**config.mk**
```make
export PLATFORM = sky130hd
export DESIGN_NAME = spi_poll_scheduler_flat
export DESIGN_NICKNAME = d
export VERILOG_FILES = /design/src/rtl/spi_poll_scheduler_pkg.sv /design/src/rtl/spi_poll_scheduler_if.sv /design/src/rtl/spi_poll_scheduler_timer.sv /design/src/rtl/spi_poll_scheduler.sv /design/src/flat_wrapper.sv
export SDC_FILE = /design/constraint.sdc
export NUM_CORES = 1
export LEC_CHECK = 0
export BUFFER_PORTS_ARGS = -buffer_cell sky130_fd_sc_hd__buf_2
export CORE_ASPECT_RATIO = 0.75
export CORE_MARGIN = 2
export CORE_UTILIZATION = 52
export DETAILED_ROUTE_END_ITERATION = 8
export PLACE_DENSITY = 0.82
export SYNTH_ARGS = -nofsm -noshare
export SYNTH_HDL_FRONTEND = slang
export SYNTH_SLANG_ARGS = --single-unit
```
**constraint.sdc**
```tcl
create_clock -name clk -period 3.06 [get_ports clk]
set_clock_uncertainty 0.05 [all_clocks]
set_input_delay 0.612 -clock clk [delete_from_list [all_inputs] [get_ports clk]]
set_output_delay 0.612 -clock clk [all_outputs]
set_load 0.02 [all_outputs]
```
**src/rtl/spi_poll_scheduler_pkg.sv**
```systemverilog
// Shared types and helpers for the SPI poll scheduler: FSM state encoding,
// default command byte and the slot-counter width rule.
package spi_poll_pkg;

    typedef enum logic [2:0] {
        IDLE,
        WAIT_TICK,
        SEND,
        WAIT_RX,
        NEXT
    } poll_state_e;

    localparam logic [7:0] CMD_BYTE_DEFAULT = 8'hA5;

    // A one-slot scheduler still needs a 1-bit slot register.
    function automatic int slot_width(input int n);
        return (n <= 2) ? 1 : $clog2(n);
    endfunction

endpackage

```
**src/rtl/spi_poll_scheduler_if.sv**
```systemverilog
// User-side handshake of the SPI master. The scheduler drives requests
// through the master modport; the SPI master (or a bench) uses slave.
interface spi_poll_scheduler_if #(
    parameter int DATABITS = 8,
    parameter int SPI_SIZE = 2
);
    logic                o_TX_DV;
    logic [DATABITS-1:0] o_TX_Byte;
    logic [SPI_SIZE-1:0] o_SPI_Code;
    logic                i_TX_Ready;
    logic                i_RX_DV;
    logic [DATABITS-1:0] i_RX_Byte;

    modport master (
        output o_TX_DV, o_TX_Byte, o_SPI_Code,
        input  i_TX_Ready, i_RX_DV, i_RX_Byte
    );

    modport slave (
        input  o_TX_DV, o_TX_Byte, o_SPI_Code,
        output i_TX_Ready, i_RX_DV, i_RX_Byte
    );
endinterface

```
**src/rtl/spi_poll_scheduler_timer.sv**
```systemverilog
// Poll period timer: one-cycle tick every POLL_PERIOD enabled cycles, plus a
// single-entry pending flag for a tick that lands while the scheduler is busy.
module poll_timer #(
    parameter int POLL_PERIOD = 1000
) (
    input  logic clk,
    input  logic rst,
    input  logic enable,
    input  logic busy,
    output logic tick,
    output logic pending
);
    localparam int CW = $clog2(POLL_PERIOD);

    logic [CW-1:0] cnt_q, cnt_d;
    logic          tick_q, tick_d;
    logic          pend_q, pend_d;
    logic          wrap;

    assign wrap = (cnt_q == CW'(POLL_PERIOD - 1));

    // Pending only survives while busy; once the FSM is idle it either takes
    // the tick in WAIT_TICK or polling is off and the tick is meaningless.
    always_comb begin
        cnt_d  = '0;
        tick_d = 1'b0;
        pend_d = 1'b0;
        if (enable) begin
            cnt_d  = wrap ? '0 : cnt_q + CW'(1);
            tick_d = wrap;
            pend_d = busy && (pend_q || tick_q);
        end
    end

    always_ff @(posedge clk or negedge rst) begin
        if (!rst) begin
            cnt_q  <= '0;
            tick_q <= 1'b0;
            pend_q <= 1'b0;
        end else begin
            cnt_q  <= cnt_d;
            tick_q <= tick_d;
            pend_q <= pend_d;
        end
    end

    assign tick    = tick_q;
    assign pending = pend_q;
endmodule

```
**src/rtl/spi_poll_scheduler.sv**
```systemverilog
// Round-robin SPI sensor poller: one command byte per slave per period, reply
// captured as that slave's reading. Define SPI_POLL_ALARM_EN for alarm outputs.
module spi_poll_scheduler
    import spi_poll_pkg::*;
#(
    parameter int                DATABITS    = 8,
    parameter int                SPI_SIZE    = 2,
    parameter int                N_SLAVES    = 2,
    parameter int                POLL_PERIOD = 1000,
    parameter logic [DATABITS-1:0] CMD_BYTE  = DATABITS'(CMD_BYTE_DEFAULT),
    parameter int                TIMEOUT     = 256,
    parameter logic [DATABITS-1:0] ALARM_THR = DATABITS'(8'hC8)
) (
    input  logic                         clk,
    input  logic                         rst,
    input  logic                         enable,
    spi_poll_scheduler_if.master         spi,
    output logic [N_SLAVES*DATABITS-1:0] readings,
    output logic [N_SLAVES-1:0]          valid,
    output logic [N_SLAVES-1:0]          timeout_err,
    output logic                         round_done,
`ifdef SPI_POLL_ALARM_EN
    output logic [N_SLAVES-1:0]          alarm,
`endif
    output logic                         busy
);
    localparam int SW = slot_width(N_SLAVES);
    localparam int TW = $clog2(TIMEOUT + 1);
    localparam logic [SW-1:0] LAST_SLOT = SW'(N_SLAVES - 1);

    poll_state_e                          state_q;
    logic [SW-1:0]                        slot_q;
    logic [TW-1:0]                        tmo_q;
    logic [N_SLAVES-1:0][DATABITS-1:0]    rd_q;
    logic [N_SLAVES-1:0]                  valid_q;
    logic [N_SLAVES-1:0]                  terr_q;
    logic                                 rdone_q;
    logic [DATABITS-1:0]                  txb_q;
`ifdef SPI_POLL_ALARM_EN
    logic [N_SLAVES-1:0]                  alarm_q;
`endif

    logic tick, pending;

    assign busy = (state_q == SEND) || (state_q == WAIT_RX) || (state_q == NEXT);

    poll_timer #(.POLL_PERIOD(POLL_PERIOD)) u_timer (
        .clk     (clk),
        .rst     (rst),
        .enable  (enable),
        .busy    (busy),
        .tick    (tick),
        .pending (pending)
    );

    // Request is taken in the very cycle the master reports ready.
    assign spi.o_TX_DV    = (state_q == SEND) && spi.i_TX_Ready;
    assign spi.o_TX_Byte  = txb_q;
    assign spi.o_SPI_Code = SPI_SIZE'(slot_q);

    always_ff @(posedge clk or negedge rst) begin
        if (!rst) begin
            state_q <= IDLE;
            slot_q  <= '0;
            tmo_q   <= '0;
            rd_q    <= '0;
            valid_q <= '0;
            terr_q  <= '0;
            rdone_q <= 1'b0;
            txb_q   <= '0;
`ifdef SPI_POLL_ALARM_EN
            alarm_q <= '0;
`endif
        end else begin
            rdone_q <= 1'b0;
            txb_q   <= CMD_BYTE;
            case (state_q)
                IDLE: begin
                    if (enable) state_q <= WAIT_TICK;
                end
                WAIT_TICK: begin
                    if (!enable) begin
                        state_q <= IDLE;
                    end else if (tick || pending) begin
                        slot_q  <= '0;
                        state_q <= SEND;
                    end
                end
                SEND: begin
                    if (spi.i_TX_Ready) begin
                        tmo_q   <= TW'(TIMEOUT);
                        state_q <= WAIT_RX;
                    end
                end
                WAIT_RX: begin
                    // A reply on the expiry cycle still counts as a success.
                    if (spi.i_RX_DV) begin
                        rd_q[slot_q]    <= spi.i_RX_Byte;
                        valid_q[slot_q] <= 1'b1;
`ifdef SPI_POLL_ALARM_EN
                        alarm_q[slot_q] <= (spi.i_RX_Byte >= ALARM_THR);
`endif
                        state_q <= NEXT;
                    end else if (tmo_q == TW'(1)) begin
                        valid_q[slot_q] <= 1'b0;
                        terr_q[slot_q]  <= 1'b1;
`ifdef SPI_POLL_ALARM_EN
                        alarm_q[slot_q] <= 1'b0;
`endif
                        state_q <= NEXT;
                    end else begin
                        tmo_q <= tmo_q - TW'(1);
                    end
                end
                NEXT: begin
                    if (slot_q == LAST_SLOT) begin
                        rdone_q <= 1'b1;
                        state_q <= enable ? WAIT_TICK : IDLE;
                    end else if (enable) begin
                        slot_q  <= slot_q + SW'(1);
                        state_q <= SEND;
                    end else begin
                        state_q <= IDLE;
                    end
                end
                default: state_q <= IDLE;
            endcase
        end
    end

    assign readings    = rd_q;
    assign valid       = valid_q;
    assign timeout_err = terr_q;
    assign round_done  = rdone_q;
`ifdef SPI_POLL_ALARM_EN
    assign alarm       = alarm_q;
`endif
endmodule

```
**src/flat_wrapper.sv**
```systemverilog
// flat-port wrapper written by rule: the top's interface ports become plain ports
module spi_poll_scheduler_flat import spi_poll_pkg::*;
#(
    parameter int                DATABITS    = 8,
    parameter int                SPI_SIZE    = 2,
    parameter int                N_SLAVES    = 2,
    parameter int                POLL_PERIOD = 1000,
    parameter logic [DATABITS-1:0] CMD_BYTE  = DATABITS'(CMD_BYTE_DEFAULT),
    parameter int                TIMEOUT     = 256,
    parameter logic [DATABITS-1:0] ALARM_THR = DATABITS'(8'hC8)
)
  (clk, rst, enable, readings, valid, timeout_err, round_done, busy, spi_o_TX_DV, spi_o_TX_Byte, spi_o_SPI_Code, spi_i_TX_Ready, spi_i_RX_DV, spi_i_RX_Byte);
  spi_poll_scheduler_if #(.DATABITS(DATABITS), .SPI_SIZE(SPI_SIZE)) spi_i ();
  input  logic clk;
  input  logic rst;
  input  logic enable;
  output logic [N_SLAVES*DATABITS-1:0] readings;
  output logic [N_SLAVES-1:0] valid;
  output logic [N_SLAVES-1:0] timeout_err;
  output logic round_done;
  output logic busy;
  output wire logic [$bits(spi_i.o_TX_DV)-1:0] spi_o_TX_DV;
  output wire logic [$bits(spi_i.o_TX_Byte)-1:0] spi_o_TX_Byte;
  output wire logic [$bits(spi_i.o_SPI_Code)-1:0] spi_o_SPI_Code;
  input wire logic [$bits(spi_i.i_TX_Ready)-1:0] spi_i_TX_Ready;
  input wire logic [$bits(spi_i.i_RX_DV)-1:0] spi_i_RX_DV;
  input wire logic [$bits(spi_i.i_RX_Byte)-1:0] spi_i_RX_Byte;
  assign spi_o_TX_DV = spi_i.o_TX_DV;
  assign spi_o_TX_Byte = spi_i.o_TX_Byte;
  assign spi_o_SPI_Code = spi_i.o_SPI_Code;
  assign spi_i.i_TX_Ready = spi_i_TX_Ready;
  assign spi_i.i_RX_DV = spi_i_RX_DV;
  assign spi_i.i_RX_Byte = spi_i_RX_Byte;
  spi_poll_scheduler #(.DATABITS(DATABITS), .SPI_SIZE(SPI_SIZE), .N_SLAVES(N_SLAVES), .POLL_PERIOD(POLL_PERIOD), .CMD_BYTE(CMD_BYTE), .TIMEOUT(TIMEOUT), .ALARM_THR(ALARM_THR)) u_core (.clk(clk), .rst(rst), .enable(enable), .spi(spi_i), .readings(readings), .valid(valid), .timeout_err(timeout_err), .round_done(round_done), .busy(busy));
endmodule
```
==> reports/metrics.cfg <==
[layout]
footprint_of_the_multi_input_gates_um2 = 950
layout-drive-gt1-share = 0.326
nets = 248
sequential_cell_area_mm2 = 0.00118
area_growth_syn_to_layout_pct = 13.9
final.fill_count = 331
antenna_cells_inserted = 0

[clock_tree]
post_cts_resized = 0
clock_sinks = 47
number_of_buffers_added_for_setup_after_cts = 0
tritoncts = yes
clk_root_buffer_cell = clkbuf_8
cts_max_level = 2
post_cts_hold_buffer_count = 0
clkSlewWorstSetupHoldPaths_ps = 90
clock_tree.buffer_depth = 2
clk-insertion-delay-late_ps = 300
numCtsBuffers = 5

[power_and_ir_drop]
vdd_ir_drop_max_mv = 0.538
cellLeakagePower_uw = 0.00126
power_density_mw_per_mm2 = 877

[floorplan]
floorplan.die.height_um = 60.6
core_area_mm2 = 0.00408
pin_count = 46
fp.dieW_um = 79.5
die_area_mm2 = 0.00482
std_cell_rows = 20
floorplan.initialDensity = 0.545

[hold_path]
hold_path.class = reg2reg
holdPathStages = 1
hold_path.startpoint = u_core.timeout_err[0]

[setup_path]
endpoint_of_the_worst_slack_reg_to_reg_timing_path = u_core.tmo_q[7]
worst-setup-path-type = reg2out
timing.critical_path.arrival_ps = 1510
worst-r2r-cell-count = 5
timing.critical_path.required_ps = 2400
crit_path_max_fanout = 9
timing.critical_path.to = spi_o_TX_DV
worst_setup_path_start_kind = register
setup.reg_to_reg.worst_slack_ps = 1120
startpoint = u_core.state_q[2]
crit_path_end_kind = output pin
timing.rr.start = u_core.tmo_q[0]

[synth]
ys_seq_elements = 47
synthCells = 194
yosysSeqAreaShare = 0.529
muxShareOfSynthArea = 0.0928
synth_simple_gate_area_frac = 0.183
synth.lib_cells_used.distinct = 43
yosysTopAreaCellShare = 0.529
post_synth_fa_ha_maj_area_fraction = 0.0169
syn_avg_cell_area_um2 = 11.5
largest_cells_by_area_after_synthesis = dfrtp_1, mux2_2, buf_4
synth_top_family_by_area = simple AND/OR/NAND/NOR gates
syn-cell-area_mm2 = 0.00222
synth_compound_area_frac = 0.0928
post-synth-top-area-cell = dfrtp_1
post_synth_xor_area_fraction = 0.0315
ys.warnings.count = 0

[grt]
grt_antenna_before_repair = 0
grt_max_degree = 48
wire_length_of_the_first_global_routing_pass_um = 7110
first_global_vias = 1534
grt-ovfl-total = 0
global_route.usage.total = 0.196

[job]
drv_cap = 0

[placement]
gp_congestion = 0.802
io_buffer_count = 40
dp_hpwl_um = 3010

[routing]
detail_route.wirelength_um = 4180
route.detailed.wl_per_inst_um = 14.5
post_drt_via_cell_ratio = 5.44
final_antenna_net_count = 0
drt_pass1_iterations = 4
drt_iter0_drc = 102
vias_after_detailed_routing = 1567
detail_route.drc_violations = 0

[timing]
finalSetupViolCount = 0
grt_setup_unrepaired = false
final.setup.tns_ps = 0
tightestPinTransition_ps = 1020
hold_viol_final = 0
period_needed_ps = 2170
hold-worst-slack_ps = 412
slew_margin_rel = 0.322
maxClockFrequency_mhz = 460
final-max-slew-violation-count = 0
fin_crit_sh = 0.710

[status]
outcome = complete, no violations

## how the worst min path moves through the flow
| stage | to | slack, ps |
|---|---|---|
| final | u_core.timeout_err[0] | 410 |
| after global routing | u_core.timeout_err[0] | 430 |
| after CTS | u_core.timeout_err[0] | 410 |
| after detailed placement | u_core.timeout_err[0] | 390 |
| after global placement | u_core.timeout_err[1] | 380 |
| after floorplan | asynchronous set/reset pin | 270 |
## area by class of cell
class                           instances  share of cell area
Sequential cell                        47               0.464
Multi-Input combinational cell        133               0.375
Timing Repair Buffer                   40              0.0790
Clock buffer                            6              0.0326
Tap cell                               55              0.0271
Clock inverter                          2              0.0153
Inverter                                5             0.00740
## layer usage
metal,routed length [um],part of all wire,global-route usage,vias up
li1,-,-,-,744
met1,2000,0.48,0.265,767
met2,1820,0.43,0.300,51
met3,321,0.077,0.0640,5
met4,48,0.011,0.0739,0
met5,0,0,0,-
## where the power goes
part / switching [uW] / internal, uW
clock: 214 / 269
sequential: 172 / 783
combinational: 429 / 356
## sequential cells by signal (all words and copies together) (netlist names), 2 cells and up, named ones only
signal                flops
u_core.readings          16
u_core.u_timer.cnt_q     10
u_core.tmo_q              9
u_core.state_q            3
u_core.timeout_err        2
## synthesized netlist by cell type
library cell	n
nor2b_1	2
nor4b_4	1
o2bb2ai_1	2
nor3b_2	1
clkbuf_1	1
o21a_1	1
xor2_1	3
o21ai_0	6
a21oi_1	7
nor3b_1	2
nand3_1	6
nand2b_4	1
nor4_4	1
a2111o_1	1
inv_1	5
o21bai_1	1
a211oi_2	1
or4_1	2
mux2_4	1
a211o_1	3
buf_4	10
mux2_2	17
a21o_1	4
nand3_2	1
nor2_1	15
ha_1	3
and3b_1	1
conb_1	2
dfrtp_1	47
nor3_1	11
buf_6	1
nand2b_1	4
o41ai_1	1
nand4_1	1
o21ba_2	1
clkbuf_2	1
and3_1	5
nand2_1	10
a211o_2	1
or3_1	2
nand3b_1	1
nor2_2	2
xnor2_1	5
## worst max-delay path: stages, from the launching register on
cell and delay, ps:
dfrtp_1 470, nand2b_1 230, nor3b_2 300, buf_2 220
## placed cells by master, fill, tap and decap left out, types with 2 or more instances in the layout
cell type  synthesis  layout
a211o_1            3       3
a21o_1             4       4
a21oi_1            7       7
and3_1             5       5
buf_2              0      40
clkbuf_8           0       6
conb_1             2       6
dfrtp_1           47      47
ha_1               3       3
inv_1              5       5
mux2_2            17      17
nand2_1           10      10
nand2b_1           4       4
nand3_1            6       6
nor2_1            15      15
nor2_2             2       2
nor2b_1            2       2
nor3_1            11      11
nor3b_1            2       2
o21ai_0            6       6
o2bb2ai_1          2       2
or3_1              2       2
or4_1              2       2
xnor2_1            5       5
xor2_1             3       3
## cell families after synthesis
group | Yosys count
xor+xnor | 8
compound gates | 29
flops | 47
simple gates | 69
fa+ha+maj | 3
mux | 18
buf+inv | 18
other cells | 2
## per-stage QoR
stage | cells | power (uW) | util | area [um2] | setup slack [ps]
floorplan | 198 | 1540 | - | 2240 | 1230
global placement | 280 | 1720 | 0.592 | 2410 | 1190
detailed placement | 280 | 1760 | 0.592 | 2410 | 1130
CTS | 288 | 2240 | 0.621 | 2530 | 880
global route | 288 | 2360 | 0.621 | 2530 | 772
finish | 288 | 2220 | 0.621 | 2530 | 888
(Power assumes the default switching activity.)
